`config.mk`:
```
export PLATFORM = sky130hd
export DESIGN_NAME = cnn_layer_ctrl
export DESIGN_NICKNAME = d
export VERILOG_FILES = /design/src/rtl/cnn_layer_ctrl.sv
export SDC_FILE = /design/constraint.sdc
export NUM_CORES = 1
export LEC_CHECK = 0
export BUFFER_PORTS_ARGS = -buffer_cell sky130_fd_sc_hd__clkbuf_2
export CORE_MARGIN = 4
export CORE_UTILIZATION = 30
export DETAILED_ROUTE_END_ITERATION = 10
export GPL_ROUTABILITY_DRIVEN = 0
export GPL_TIMING_DRIVEN = 0
export SYNTH_ARGS = -nofsm -noshare
export SYNTH_HDL_FRONTEND = slang
export SYNTH_SLANG_ARGS = --single-unit
```
`constraint.sdc`:
```
create_clock -name clk -period 2.96 [get_ports clk]
set_input_delay 0.148 -clock clk [delete_from_list [all_inputs] [get_ports clk]]
set_output_delay 0.148 -clock clk [all_outputs]
set_load 0.01 [all_outputs]
```
`src/rtl/cnn_layer_ctrl.sv`:
```
// Conv/pool/flatten layer sequencer: walks every channel through conv passes, then optional
// pool and flatten phases, and drives the per-phase enable flags.
`timescale 1ns/1ps
module cnn_layer_ctrl #(
  parameter int CNT_WIDTH        = 16,
  parameter int CH_WIDTH         = 4,
  parameter int N_CH             = 2,
  parameter int IMG_W            = 64,
  parameter int IMG_H            = 64,
  parameter int CONV_PASSES      = 64,
  parameter int IN_BUFFER_SIZE   = 16,
  parameter int OUT_BUFFER_SIZE  = 3,
  parameter int F_GEN_IN_ADDR    = 0,
  parameter int F_READ_IN_ENB    = 1,
  parameter int F_CONV_RELU_ENB  = 2,
  parameter int F_WRITE_CONV_ENB = 3,
  parameter int F_GEN_CONV_ADDR  = 4,
  parameter int F_READ_CONV_ENB  = 5,
  parameter int F_WRITE_POOL_ENB = 6,
  parameter int F_WRITE_FLAT_ENB = 7,
  parameter int F_CH_SWITCH      = 8
) (
  input  logic                 clk,
  input  logic                 reset,
  input  logic                 ready,
  input  logic                 pool_en,
  input  logic                 flat_en,
  output logic                 busy,
  output logic                 done,
  output logic [11:0]          flags,
  output logic [CNT_WIDTH-1:0] local_idx,
  output logic [CNT_WIDTH-1:0] row_idx,
  output logic [CH_WIDTH-1:0]  ch_idx
);

  localparam logic [CNT_WIDTH-1:0] L_READ_IN    = CNT_WIDTH'(3 * IN_BUFFER_SIZE + 2);
  localparam logic [CNT_WIDTH-1:0] L_CONV_RELU  = CNT_WIDTH'(OUT_BUFFER_SIZE + 1);
  localparam logic [CNT_WIDTH-1:0] L_WRITE_CONV = CNT_WIDTH'(2 * OUT_BUFFER_SIZE + 1);
  localparam logic [CNT_WIDTH-1:0] L_READ_CONV  = CNT_WIDTH'(IMG_W * IMG_H + 2);
  localparam logic [CNT_WIDTH-1:0] L_WRITE_POOL = CNT_WIDTH'(IMG_W * IMG_H / 4);
  localparam logic [CNT_WIDTH-1:0] L_WRITE_FLAT = CNT_WIDTH'(N_CH * IMG_W * IMG_H / 4);
  localparam logic [CNT_WIDTH-1:0] ROW_LAST     = CNT_WIDTH'(CONV_PASSES - 1);
  localparam logic [CH_WIDTH-1:0]  CH_LAST      = CH_WIDTH'(N_CH - 1);
  localparam logic [CNT_WIDTH-1:0] CNT_ONE      = 1;
  localparam logic [CH_WIDTH-1:0]  CH_ONE       = 1;

  typedef enum logic [3:0] {
    S_IDLE, S_GEN_IN, S_READ_IN, S_CONV_RELU, S_WRITE_CONV,
    S_GEN_CONV, S_READ_CONV, S_WRITE_POOL, S_WRITE_FLAT, S_FINISH
  } state_t;

  state_t                 state_q;
  logic [CNT_WIDTH-1:0]   local_q;
  logic [CNT_WIDTH-1:0]   row_q;
  logic [CH_WIDTH-1:0]    ch_q;
  logic                   pool_q;
  logic                   flat_q;
  logic [CNT_WIDTH-1:0]   phase_len;
  logic                   last_cycle;
  logic                   more_rows;
  logic                   more_ch;

  always_comb begin
    phase_len = '0;
    case (state_q)
      S_READ_IN:    phase_len = L_READ_IN;
      S_CONV_RELU:  phase_len = L_CONV_RELU;
      S_WRITE_CONV: phase_len = L_WRITE_CONV;
      S_READ_CONV:  phase_len = L_READ_CONV;
      S_WRITE_POOL: phase_len = L_WRITE_POOL;
      S_WRITE_FLAT: phase_len = L_WRITE_FLAT;
      default:      phase_len = '0;
    endcase
  end

  assign last_cycle = (local_q == phase_len);
  assign more_rows  = (row_q < ROW_LAST);
  assign more_ch    = (ch_q < CH_LAST);

  always_ff @(posedge clk or posedge reset) begin
    if (reset) begin
      state_q <= S_IDLE;
      local_q <= '0;
      row_q   <= '0;
      ch_q    <= '0;
      pool_q  <= 1'b0;
      flat_q  <= 1'b0;
    end else begin
      case (state_q)
        S_IDLE: begin
          if (ready) begin
            pool_q  <= pool_en;
            flat_q  <= flat_en & pool_en;
            state_q <= S_GEN_IN;
          end
        end
        S_GEN_IN:   state_q <= S_READ_IN;
        S_GEN_CONV: state_q <= S_READ_CONV;
        S_FINISH:   state_q <= S_IDLE;
        S_READ_IN, S_CONV_RELU, S_WRITE_CONV, S_READ_CONV, S_WRITE_POOL, S_WRITE_FLAT: begin
          if (!last_cycle) begin
            local_q <= local_q + CNT_ONE;
          end else begin
            local_q <= '0;
            case (state_q)
              S_READ_IN:   state_q <= S_CONV_RELU;
              S_CONV_RELU: state_q <= S_WRITE_CONV;
              S_READ_CONV: state_q <= S_WRITE_POOL;
              S_WRITE_FLAT: state_q <= S_FINISH;
              S_WRITE_CONV: begin
                if (more_rows) begin
                  row_q   <= row_q + CNT_ONE;
                  state_q <= S_GEN_IN;
                end else if (more_ch) begin
                  row_q   <= '0;
                  ch_q    <= ch_q + CH_ONE;
                  state_q <= S_GEN_IN;
                end else begin
                  row_q   <= '0;
                  ch_q    <= '0;
                  state_q <= pool_q ? S_GEN_CONV : S_FINISH;
                end
              end
              default: begin
                // WRITE_POOL: next channel, or leave the pool loop
                if (more_ch) begin
                  ch_q    <= ch_q + CH_ONE;
                  state_q <= S_GEN_CONV;
                end else begin
                  ch_q    <= '0;
                  state_q <= flat_q ? S_WRITE_FLAT : S_FINISH;
                end
              end
            endcase
          end
        end
        default: begin
          state_q <= S_IDLE;
          local_q <= '0;
          row_q   <= '0;
          ch_q    <= '0;
          pool_q  <= 1'b0;
          flat_q  <= 1'b0;
        end
      endcase
    end
  end

  // Flags decode from registered state and counters only, so ready never reaches them combinationally.
  always_comb begin
    flags = '0;
    case (state_q)
      S_GEN_IN:   flags[F_GEN_IN_ADDR] = 1'b1;
      S_READ_IN: begin
        flags[F_READ_IN_ENB] = !last_cycle;
        flags[F_GEN_IN_ADDR] = !last_cycle;
      end
      S_CONV_RELU: flags[F_CONV_RELU_ENB] = !last_cycle;
      S_WRITE_CONV: begin
        flags[F_WRITE_CONV_ENB] = !last_cycle;
        flags[F_CH_SWITCH]      = last_cycle && !more_rows && more_ch;
      end
      S_GEN_CONV: flags[F_GEN_CONV_ADDR] = 1'b1;
      S_READ_CONV: begin
        flags[F_READ_CONV_ENB] = !last_cycle;
        flags[F_GEN_CONV_ADDR] = !last_cycle;
      end
      S_WRITE_POOL: begin
        flags[F_WRITE_POOL_ENB] = !last_cycle;
        flags[F_CH_SWITCH]      = last_cycle && more_ch;
      end
      S_WRITE_FLAT: flags[F_WRITE_FLAT_ENB] = !last_cycle;
      default: flags = '0;
    endcase
  end

  assign busy      = (state_q >= S_GEN_IN) && (state_q <= S_WRITE_FLAT);
  assign done      = (state_q == S_FINISH);
  assign local_idx = local_q;
  assign row_idx   = row_q;
  assign ch_idx    = ch_q;

endmodule

```
# [Word level (Yosys, flattened, before mapping)]
# Cells that the tools add are included.
[word_totals] ff_bits=42 inputBits=5 elab_cells=80
[op_classes] n_addsub=3 n_lt_le_gt_ge=4 n_eq_ne=15 n_mux=34 n_bitwise=3 reduce_logical=15
[ops] op="13-bit one-hot mux with 6 select lines" n=1
[ops] op="16-bit 2-to-1 mux" n=4
[ops] op="16-bit one-hot mux with 2 select lines" n=2
[ops] op="4-bit 2-to-1 mux" n=9
[ops] op="16-bit by 1-bit adder with 16-bit output, second input constant" n=2
[ops] op="4-bit one-hot mux with 5 select lines" n=1
[ops] op="16-bit equality test" n=1
[ops] op="4-bit by 3-bit equality test with 1-bit output, second input constant" n=4
[ops] op="16-bit by 6-bit < comparator with 1-bit output, second input constant" n=1
[ops] op="4-bit one-hot mux with 2 select lines" n=2
[ops] op="4-bit one-hot mux with 4 select lines" n=1
[ops] op="1-bit one-hot mux with 2 select lines" n=5
[ops] op="1-bit 2-to-1 mux" n=9
[ops] op="9-bit OR reduction" n=1
[ops] op="4-bit by 2-bit equality test with 1-bit output, second input constant" n=2
[ops] op="4-bit equality test, second input constant" n=2
[ops] op="2-bit != test, second input constant" n=4
[ops] op="4-bit OR reduction" n=2
[ops] op="6-bit OR reduction" n=1
[ops] op="4-bit by 1-bit adder with 4-bit output, second input constant" n=1
[ops] op="4-bit by 1-bit equality test with 1-bit output, second input constant" n=1
[ops] op="4-bit by 1-bit >= comparator with 1-bit output, second input constant" n=1
[ops] op="4-bit <= comparator, second input constant" n=1
[ops] op="1-bit logical AND" n=4
[ops] op="9 further kinds" n=12

# [Logic depth before layout (Yosys ltp)]
[depth] depth_word=6 mapped_depth=9 depth_no_buf=7

# [Worst setup path before layout]
# OpenSTA, ideal clock, no wires.
[synth_path] path_kind="reg-to-reg" startpoint="register local_q[9] (netlist: local_idx[9])" endpoint="register row_q[0] (netlist: row_idx[0])" setup_time_ns=0.125 arrival_time_ns=2.009 t_required_ns=2.835 path_slack_ns=0.826 stages_incl_launch_ff=8 path_buffers=1 synth_period_minus_slack_ns=2.134 cell_sequence="dfrtp_1 > nor4_1 > nand2_1 > a2111oi_4 > nand4bb_1 > a21o_1 > buf_6 > mux2_2"
[synth_between] elab_chain_len=3
[synth_rtl] element="start: declaration" line_no="53" rtl="logic [CNT_WIDTH-1:0] local_q;"
[synth_rtl] element="start signal: assignment" line_no="102" rtl="local_q <= local_q + CNT_ONE;"
[synth_rtl] element="16-bit equality test" line_no="76" rtl="assign last_cycle = (local_q == phase_len);"
[synth_rtl] element="2-bit != test (no source line)"
[synth_rtl] element="3-bit AND reduction (no source line)"
[synth_rtl] element="end signal: assignment" line_no="112" rtl="row_q <= row_q + CNT_ONE;"
[synth_rtl] element="end: declaration" line_no="54" rtl="logic [CNT_WIDTH-1:0] row_q;"
# No other way between the ends.
# A chain may end at the register's enable or synchronous reset.

# [Worst setup path after layout]
[layout_path] startpoint="register state_q[3]" endpoint="output port flags[8]"
[layout_between] elab_chain_len=6
[layout_rtl] element="start: declaration" line_no="52" rtl="state_t state_q;"
[layout_rtl] element="start signal: assignment" line_no="121" rtl="state_q <= pool_q ? S_GEN_CONV : S_FINISH;"
[layout_rtl] element="start signal: assignment" line_no="131" rtl="state_q <= flat_q ? S_WRITE_FLAT : S_FINISH;"
[layout_rtl] element="4-bit equality test (tied with other cells)" line_no="65" rtl="case (state_q)"
[layout_rtl] element="13-bit one-hot mux with 6 select lines" line_no="65"
[layout_rtl] element="16-bit equality test" line_no="76"
[layout_rtl] element="1-bit logical AND (2 in series)" line_no="161" rtl="flags[F_CH_SWITCH] = last_cycle && !more_rows && more_ch;"
[layout_rtl] element="1-bit one-hot mux with 2 select lines *" line_no="152" rtl="case (state_q)"
[layout_rtl] element="end: declaration" line_no="30" rtl="output logic [11:0] flags,"
# Every way passes the cells marked *; elsewhere a longest branch is shown, timed or not.

==> out/results.ini <==
[route]
routedWlPerCell_um = 14.8
ant_nets = 0
num_vias = 2273
drt-pass1-iter-count = 4
viasPerCell = 5.10
drt_wl_total_mm = 6.60
drcViolationCount = 0
drt_iter0_markers = 107

[synth]
syn_area_per_cell_sq_um = 9.49
synth_ff_type = dfrtp_1
synth_mux_area_share_pct = 1.66
synth_top_family_by_area = simple AND/OR/NAND/NOR gates
ys_top_cells_by_count = dfrtp_1 (42), nor2_1 (31), nand2_1 (20), and2_1 (14), nand3_1 (12)
synth.area.top_cells = dfrtp_1 (40%), nor2_1 (4.4%), and2_1 (3.3%)
ys_seq_elements = 42
yosysSeqAreaShare_pct = 39.8
synthAdderAreaFrac_pct = 1.90
synth_area_sq_um = 2640
synth_edf_count = 0
ys_types = 64
synth_xor_area_share_pct = 4.98
async_flop_share_pct = 100
synth.most_common_cell = dfrtp_1
syn_inst = 278
yosysWarnings = 0
synth.top_cell.area_share_pct = 39.8
synth_compound_area_share_pct = 17.5
yosys.area_share.simple_pct = 28.8
yosysTopAreaCell = dfrtp_1

[power_and_ir_drop]
leakage_nw = 1.48
peakVddDrop_mv = 0.178
power.density_nw_per_um2 = 362
power_mw = 1.16

[critical_path]
reg2regPathDepth = 6
crit_chain = buf_2 -> or2_1 -> a311oi_1 -> o22ai_1 -> nand3b_4 -> a2111oi_4 -> clkbuf_2
required_ps = 2810
cp_max_fo = 10
cp_slowest_stage_delay_ps = 440
r2r_end = row_idx[0]
start_kind = flip-flop
criticalPathCategory = reg2out
crit_family = compound AO/OA/AOI/OAI gates
r2r_slack_ps = 360
worst-path-buf-inv = 2
reg2reg_from = row_idx[6]
cp-end-kind = primary output
crit_path_top_delay_cell = a2111oi_4
cp_data_arrival_time_ps = 2590

[timing]
fin_tns_setup_ps = 0
whs_ps = 84.5
min_period_ps = 2730
relSlewSlack_pct = 64.8
rsz0062_at_grt = false
tightestPinTransition_ps = 522
max_freq_mhz = 366
finalCritPeriodShare_pct = 92.4
hold_viol = 0
setup_viol = 0
drv_slew = 0
fin_worst_skew_ps = 4.85

[status]
outcome = completed

[floorplan]
die_area_sq_um = 10400
core_sq_um = 8380
ios = 55
fp.dieW_um = 102
rows = 33
die_h_um = 102
initial_core_util_pct = 31.5

[placement]
portBuffers = 51
hpwlAfterDp_mm = 5.07
dpl.cell_count = 437
placed_area_sq_um = 3060

[clock_tree]
cts-root-buf = clkbuf_8
cts_tree = done
postCtsSetupRepairBufs = 0
clk_pin_slew_worst_paths_ps = 80
insertion_delay_ps = 300
cts_buffers = 5
cts_buffer_depth = 2
clock-sinks = 42
htreeDepth = 2

[global_routing]
grt_pass1_wl_mm = 11.1
grt_max_degree = 23
grt_use_total_pct = 13.4
overflow = 0
antenna_found_initial = 0
grt_pass1_vias = 2147

[finish]
stdcell_area_sq_um = 3220
fin_cells = 446
diodes = 0
area_delta_synth_final_pct = 21.9
fillers = 869
drive_above_1_share_pct = 26.4
nNetsFinal = 349

[worst_hold_path]
hold_end = pool_q
min_path_cells = 3
hold_start = pool_en
hp-class = in2reg

[flow_run]
maxCapViolations = 0

[routing by layer]
| metal | track usage, % | part of all wire, % |
|---|---|---|
| met2 | 20.7 | 46 |
| met4 | 4.09 | 1.2 |
| met5 | 0 | 0 |
| met1 | 19.1 | 48 |
| met3 | 2.27 | 4.9 |
[tightest hold or removal path, delay by kind of cell]
family	cells	cell delay [ps]
AO/OA/AOI/OAI	1	60
buffers and inverters	1	90
AND/OR/NAND/NOR	1	40
[power by group]
group	leakage, nW	switching, mW	internal (mW)	total, mW
Sequential	0.562	0	0.573	0.573
Clock	0.0714	0.207	0.360	0.567
Combinational	0.847	0.0154	0.00911	0.0245
Total	1.48	0.223	0.942	1.16
[sequential cells by signal, indices dropped and copies added, names as in the netlist]
name and cells:
state_q 4, pool_q 1, flat_q 1, local_idx 16
ch_idx 4, row_idx 16
[how the worst max path moves through the flow]
stage                       startpoint    endpoint  slack, ps  depth (start not counted)
final                       state_q[3]    flags[8]        230                          7
after global routing        state_q[1]    flags[0]         10                          9
after CTS                   state_q[1]    flags[0]         50                          9
after detailed placement    row_idx[6]  row_idx[0]        400                          6
after global placement      row_idx[6]  row_idx[0]        430                          6
after floorplan           local_idx[9]  row_idx[0]        830                          7
[cells by family after synthesis]
logic type,Yosys count
XOR/XNOR,15
AND/OR/NAND/NOR,135
flip-flops,42
buffers and inverters,24
adder cells (fa/ha/maj),4
multiplexers,4
other,1
AO/OA/AOI/OAI,53
[cell type report]
| class | count | area [sq um] | share of cell area (%) |
|---|---|---|---|
| Inverter | 8 | 30.0 | 0.934 |
| Buffer | 16 | 106 | 3.31 |
| Clock buffer | 6 | 82.6 | 2.57 |
| Tap cell | 105 | 131 | 4.09 |
| Sequential cell | 42 | 1050 | 32.7 |
| Clock inverter | 2 | 60.1 | 1.87 |
| Multi-Input combinational cell | 214 | 1460 | 45.4 |
| Timing Repair Buffer | 53 | 293 | 9.11 |
[per-stage QoR]
stage / worst slack, ps / utilization [%]
global placement: 425 / 36.2
floorplan: 826 / -
detailed placement: 401 / 36.5
finish: 226 / 38.4
CTS: 49.4 / 38.3
global route: 14.6 / 38.4
[placed cells by master (no fill, tap or decap), types with 4 or more instances in the layout]
| master | Yosys | routed |
|---|---|---|
| dfrtp_1 | 42 | 42 |
| o21ai_0 | 5 | 5 |
| ha_1 | 4 | 4 |
| xor2_1 | 8 | 8 |
| inv_1 | 8 | 7 |
| a221o_1 | 5 | 5 |
| nor2_1 | 31 | 30 |
| clkbuf_8 | 0 | 6 |
| clkbuf_2 | 0 | 51 |
| buf_2 | 4 | 4 |
| nand2_1 | 20 | 20 |
| and3_1 | 9 | 9 |
| a21oi_1 | 9 | 9 |
| nor4_1 | 5 | 5 |
| nand4_1 | 4 | 4 |
| nor3_1 | 9 | 9 |
| buf_4 | 7 | 7 |
| and2_1 | 14 | 14 |
| nor2b_1 | 6 | 6 |
| nand3_1 | 12 | 12 |
| xnor2_1 | 7 | 7 |
| nand2b_1 | 4 | 4 |
[timing repair]
action	4_1_cts	5_1_grt
hold buffers	1	0
setup endpoints to repair	0	4
hold endpoints to repair	20	0
resized for setup	0	1
Note: power is estimated with default switching activity, not from simulation.
